$ cat src/rtl/fwd_pkg.sv
// rtl/fwd_pkg.sv - scoreboard entry type and forwarding-code helpers (FWD_FLAG_EN adds N-flag fields)
package fwd_pkg;

    localparam int RD_W   = 8;
    localparam int FWD_RF = 0;

    typedef struct packed {
        logic            valid;
        logic [RD_W-1:0] rd;
        logic            we;
        logic            load;
`ifdef FWD_FLAG_EN
        logic            nwe;
        logic            nval;
`endif
    } sb_entry_t;

    function automatic int fwd_code(input int stage, input int lane, input int lanes);
        return stage * lanes + lane + 1;
    endfunction

endpackage

$ cat src/rtl/fwd_match.sv
// rtl/fwd_match.sv - forwarding code and load-use hit for one ID source operand
module fwd_match
    import fwd_pkg::*;
#(
    parameter int REG_AW = 3,
    parameter int LANES  = 2,
    parameter int DEPTH  = 3,
    parameter int SEL_W  = 3
) (
    input  logic [REG_AW-1:0] i_src,
    input  sb_entry_t         i_sb [DEPTH][LANES],
    output logic [SEL_W-1:0]  o_code,
    output logic              o_load_hit
);

    always_comb begin
        o_code     = SEL_W'(FWD_RF);
        o_load_hit = 1'b0;
        if (i_src != '0) begin
            // Later writes win: walk oldest stage first, lanes ascending.
            for (int s = DEPTH - 2; s >= 0; s--) begin
                for (int l = 0; l < LANES; l++) begin
                    if (i_sb[s][l].valid && i_sb[s][l].we && i_sb[s][l].rd == RD_W'(i_src))
                        o_code = SEL_W'(fwd_code(s, l, LANES));
                end
            end
            for (int l = 0; l < LANES; l++) begin
                if (i_sb[0][l].valid && i_sb[0][l].we && i_sb[0][l].load &&
                    i_sb[0][l].rd == RD_W'(i_src))
                    o_load_hit = 1'b1;
            end
        end
    end

endmodule

$ cat src/rtl/fwd_scoreboard.sv
// rtl/fwd_scoreboard.sv - N-lane forwarding/hazard scoreboard beside ID/EX (FWD_FLAG_EN enables N-flag forwarding)
module fwd_scoreboard
    import fwd_pkg::*;
#(
    parameter int REG_AW = 3,
    parameter int LANES  = 2,
    parameter int DEPTH  = 3,
    localparam int SEL_W = $clog2((DEPTH - 1) * LANES + 1)
) (
    input  logic                        i_clk,
    input  logic                        i_rst,
    input  logic                        i_hold,
    input  logic [LANES-1:0]            i_id_valid,
    input  logic [LANES*REG_AW-1:0]     i_id_rd,
    input  logic [LANES-1:0]            i_id_we,
    input  logic [LANES-1:0]            i_id_load,
    input  logic [LANES*2*REG_AW-1:0]   i_id_src,
    input  logic [LANES-1:0]            i_id_nwe,
    input  logic [LANES-1:0]            i_ex_n,
    output logic                        o_stall,
    output logic [LANES*2*SEL_W-1:0]    o_fwd_sel,
    output logic                        o_n_fwd
);

    sb_entry_t              r_sb [DEPTH][LANES];
    sb_entry_t              w_new [LANES];
    logic [LANES*2*SEL_W-1:0] r_fwd_sel;
    logic [SEL_W-1:0]       w_code [LANES*2];
    logic [LANES*2-1:0]     w_hit;
    logic [LANES*2-1:0]     w_src_valid;

    for (genvar g = 0; g < LANES * 2; g++) begin : g_match
        assign w_src_valid[g] = i_id_valid[g / 2];
        fwd_match #(
            .REG_AW (REG_AW),
            .LANES  (LANES),
            .DEPTH  (DEPTH),
            .SEL_W  (SEL_W)
        ) u_match (
            .i_src      (i_id_src[g*REG_AW +: REG_AW]),
            .i_sb       (r_sb),
            .o_code     (w_code[g]),
            .o_load_hit (w_hit[g])
        );
    end

    assign o_stall   = |(w_hit & w_src_valid);
    assign o_fwd_sel = r_fwd_sel;

    always_comb begin
        for (int l = 0; l < LANES; l++) begin
            w_new[l]       = '0;
            w_new[l].rd    = RD_W'(i_id_rd[l*REG_AW +: REG_AW]);
            w_new[l].we    = i_id_we[l];
            w_new[l].load  = i_id_load[l];
`ifdef FWD_FLAG_EN
            w_new[l].nwe   = i_id_nwe[l];
            w_new[l].valid = i_id_valid[l] & (i_id_we[l] | i_id_nwe[l]);
`else
            w_new[l].valid = i_id_valid[l] & i_id_we[l];
`endif
        end
    end

    always_ff @(posedge i_clk or posedge i_rst) begin
        if (i_rst) begin
            for (int s = 0; s < DEPTH; s++)
                for (int l = 0; l < LANES; l++)
                    r_sb[s][l] <= '0;
            r_fwd_sel <= '0;
        end else if (!i_hold) begin
            for (int s = DEPTH - 1; s > 0; s--)
                for (int l = 0; l < LANES; l++)
                    r_sb[s][l] <= r_sb[s-1][l];
`ifdef FWD_FLAG_EN
            // N is only known once the instruction has been through EX.
            for (int l = 0; l < LANES; l++)
                r_sb[1][l].nval <= i_ex_n[l];
`endif
            for (int l = 0; l < LANES; l++) begin
                if (o_stall)
                    r_sb[0][l] <= '0;
                else
                    r_sb[0][l] <= w_new[l];
            end
            if (o_stall) begin
                r_fwd_sel <= '0;
            end else begin
                for (int g = 0; g < LANES * 2; g++)
                    r_fwd_sel[g*SEL_W +: SEL_W] <= w_code[g];
            end
        end
    end

`ifdef FWD_FLAG_EN
    logic r_n_arch;
    logic w_n_fwd;

    always_ff @(posedge i_clk or posedge i_rst) begin
        if (i_rst) begin
            r_n_arch <= 1'b0;
        end else if (!i_hold) begin
            for (int l = 0; l < LANES; l++)
                if (r_sb[DEPTH-1][l].valid && r_sb[DEPTH-1][l].nwe)
                    r_n_arch <= r_sb[DEPTH-1][l].nval;
        end
    end

    always_comb begin
        w_n_fwd = r_n_arch;
        for (int s = DEPTH - 1; s >= 1; s--)
            for (int l = 0; l < LANES; l++)
                if (r_sb[s][l].valid && r_sb[s][l].nwe)
                    w_n_fwd = r_sb[s][l].nval;
    end

    assign o_n_fwd = w_n_fwd;
`else
    logic w_unused_flag;
    assign w_unused_flag = ^{i_id_nwe, i_ex_n};
    assign o_n_fwd       = 1'b0;
`endif

endmodule

$ cat config.mk
export PLATFORM = sky130hd
export DESIGN_NAME = fwd_scoreboard
export DESIGN_NICKNAME = d
export VERILOG_FILES = /design/src/rtl/fwd_pkg.sv /design/src/rtl/fwd_match.sv /design/src/rtl/fwd_scoreboard.sv
export SDC_FILE = /design/constraint.sdc
export NUM_CORES = 1
export LEC_CHECK = 0
export ABC_AREA = 0
export CORE_UTILIZATION = 45
export CTS_CLUSTER_DIAMETER = 80
export CTS_CLUSTER_SIZE = 16
export DETAILED_ROUTE_END_ITERATION = 12
export PLACE_DENSITY = 0.7
export SKIP_CTS_REPAIR_TIMING = 1
export SLEW_MARGIN = 20
export SYNTH_ARGS = -nofsm -noshare
export SYNTH_HDL_FRONTEND = slang
export SYNTH_SLANG_ARGS = --single-unit
$ cat constraint.sdc
create_clock -name i_clk -period 3.8 [get_ports i_clk]
set_input_delay 0.38 -clock i_clk [delete_from_list [all_inputs] [get_ports i_clk]]
set_output_delay 0.38 -clock i_clk [all_outputs]
set_load 0.03 [all_outputs]
==> results.md <==
* Worst-Margin Slew at 0.9157 ns
* Status: complete, no violations
* Vias in the first global route at 1911
* Drt total wl at 5486 microns
* CP max FO at 9
* Largest net degree at the start of global routing at 51
* Final setup viols at 0
* CTS sink cnt at 34
* DRC at 0
* CP bufs+invs at 3
* Yosys top cell area share at 0.3371
* Syn nets at 297
* Final worst path period need at 3.136 ns
* Rel. slew slack at 0.3895
* Register-to-register setup slack at 1.52 ns
* Synth Cell Area at 0.002524 sq mm
* GRT overflow at 0
* Clock Latency Late Sink at 0.28 ns
* Synth area leader: dfrtp_1
* Clk root buf: clkbuf_8
* Sequential area share after synthesis at 0.3371
* Ports at 45
* I/O Buffers at 39
* CP max stage delay at 0.66 ns
* Synthesized area per cell at 9.487 sq um
* #FFs+latches synth at 34
* Fin nets at 314
* Ys flop type: dfrtp_1
* Vias at 1989
* Final Hold Vio Count at 0
* Worst VDD drop at 0.1947 mV
* Avg Vias per Cell at 5.619
* Synth unique cells at 48
* CP delay by family, top: buffers and inverters
* RSZ-0062 raised after global routing: no
* Startpoint types: input pin
* Fin area at 0.002910 sq mm
* Gate Count Post-Synth at 266
* Number of diodes at 0
* Setup CP Type: in -> out
* Global-route wire length before repair at 9170 microns
* Post-placement cell area at 0.002819 sq mm
* CP dominant cell by count: clkdlybuf4s50_1
* Leakage power at 1.174 nW
* Worst EP arrival at 2.76 ns
* Post-synth EDFFs at 0
* Post-DP HPWL at 3981 microns
* CTS Buf Count at 5
* # rows at 26
* Final setup TNS at 0 ns
* Maximum clock path buffer count at 2
* WL/cell at 15.50 microns
* Layout cells sized above 1 at 0.1232
* Die ar. at 0.005911 sq mm
* Asr flop ratio synth at 1.000
* Max Cap Viol at 0
* Initial antenna violation count at 0
* FMAX at 0.3189 GHz
* Initial Util at 0.4818
* Number of iterations in the first detailed-routing pass at 4
* Setup crit end kind: output port
* Final GP Congestion at 0.8275
* Antenna Nets Post-Route at 0
* Number of H-tree levels at 2
* Hold Path Class: reg -> reg
* Area contributors post-synth: dfrtp_1, xnor2_1, a22o_1
* Core box area at 0.005238 sq mm
* Die height at 76.89 microns
* Clock skew at 0.004777 ns
* Gr usage total at 0.1937
* CTS tree: yes
* Die width at 76.89 microns
* Pwr dens at 333.4 mW/mm^2
* Final slew viol count at 0
* Slowest cell on the critical path: clkdlybuf4s50_1
* Area grow syn2layout at 15.32%
* Critical-path cell list: clkdlybuf4s50_1 > and4bb_1 > a31oi_1 > or3_1 > o311ai_2 > a311oi_4 > inv_1 > clkdlybuf4s50_1
* Fin crit share at 0.8252
* 1st-iter DRT viols at 100
* Yosys warning total at 0
* Required time of the critical path at 3.42 ns
* Clk pin slew, worst setup/hold paths at 0.07 ns
==> cells by family after synthesis <==
family / share of synthesized area
compound gates: 0.1701
buf+inv: 0.08527
xor+xnor: 0.1458
mux: 0.04462
flops: 0.3371
other cells: 0.001486
simple gates: 0.2157
==> state kept, by name (all words and copies together), names as in the netlist <==
register   cells
r_sb          22
o_fwd_sel     12
==> through the flow <==
step                      power, mW  worst slack [ns]  instances    util  hold WS, ns
after floorplan              0.6442             1.594        266       -       0.4706
after global placement       0.6908            0.6739        346  0.5382       0.4799
after detailed placement     0.6989            0.6633        346  0.5382       0.4850
after CTS                    0.9760            0.6523        354  0.5557       0.5017
after global routing          1.019            0.4747        354  0.5557       0.5226
final                        0.9703            0.6643        354  0.5557       0.4966
==> cell usage after synthesis (5+ instances only) <==
library cell  instances
a32o_1                5
a21oi_1               6
xor2_1               12
dfrtp_1              34
nand3_1               7
xnor2_1              30
buf_2                 7
and2_1                5
clkbuf_1             12
nor2b_1              12
mux2_2               10
nand2_1              17
nor3_1                6
nor2_1               10
nand4_1               6
buf_4                 6
a22o_1               19
buf_6                 7
==> final cells by class <==
| cell class | count | area, sq um |
|---|---|---|
| fillers | 491 | 2327 |
| multi-input cells | 197 | 1458 |
| flip-flops and latches | 34 | 850.8 |
| inverters | 2 | 7.507 |
| clock buffers | 7 | 86.33 |
| clock inverters | 1 | 5.005 |
| well taps | 70 | 87.58 |
| repair buffers | 43 | 415.4 |
==> final timing paths <==
check	start	cells after the start	to
hold reg to reg	o_fwd_sel[7]	1	o_fwd_sel[7]
hold / removal	o_fwd_sel[7]	1	o_fwd_sel[7]
setup / recovery	i_id_src[3]	8	o_stall
min in group asynchronous	i_rst	2	o_fwd_sel[10]
setup reg to reg	r_sb[59]	7	o_fwd_sel[1]
max in group asynchronous	i_rst	3	o_fwd_sel[0]
==> routing by layer <==
layer,global-route usage,vias to the layer above,part of all wire
met3,0.03690,11,0.038
met4,0.06538,0,0.022
met1,0.2450,965,0.46
met5,0,-,0
met2,0.3286,48,0.48
li1,-,965,-
==> cells in the final DEF, fill, tap and decap left out, types with 7 or more instances in the layout <==
cell type         n
nor2b_1          12
xnor2_1          30
nand2_1          17
nand3_1           7
clkdlybuf4s50_1  38
a22o_1           19
nor2_1           10
dfrtp_1          34
mux2_2           10
xor2_1           12
==> power breakdown <==
part | switching [mW] | total, mW | internal [mW] | leakage [nW]
sequential | 0.0540 | 0.446 | 0.392 | 0.439
combinational | 0.114 | 0.248 | 0.134 | 0.687
clock | 0.130 | 0.276 | 0.146 | 0.0482
(Power assumes the default switching activity.)
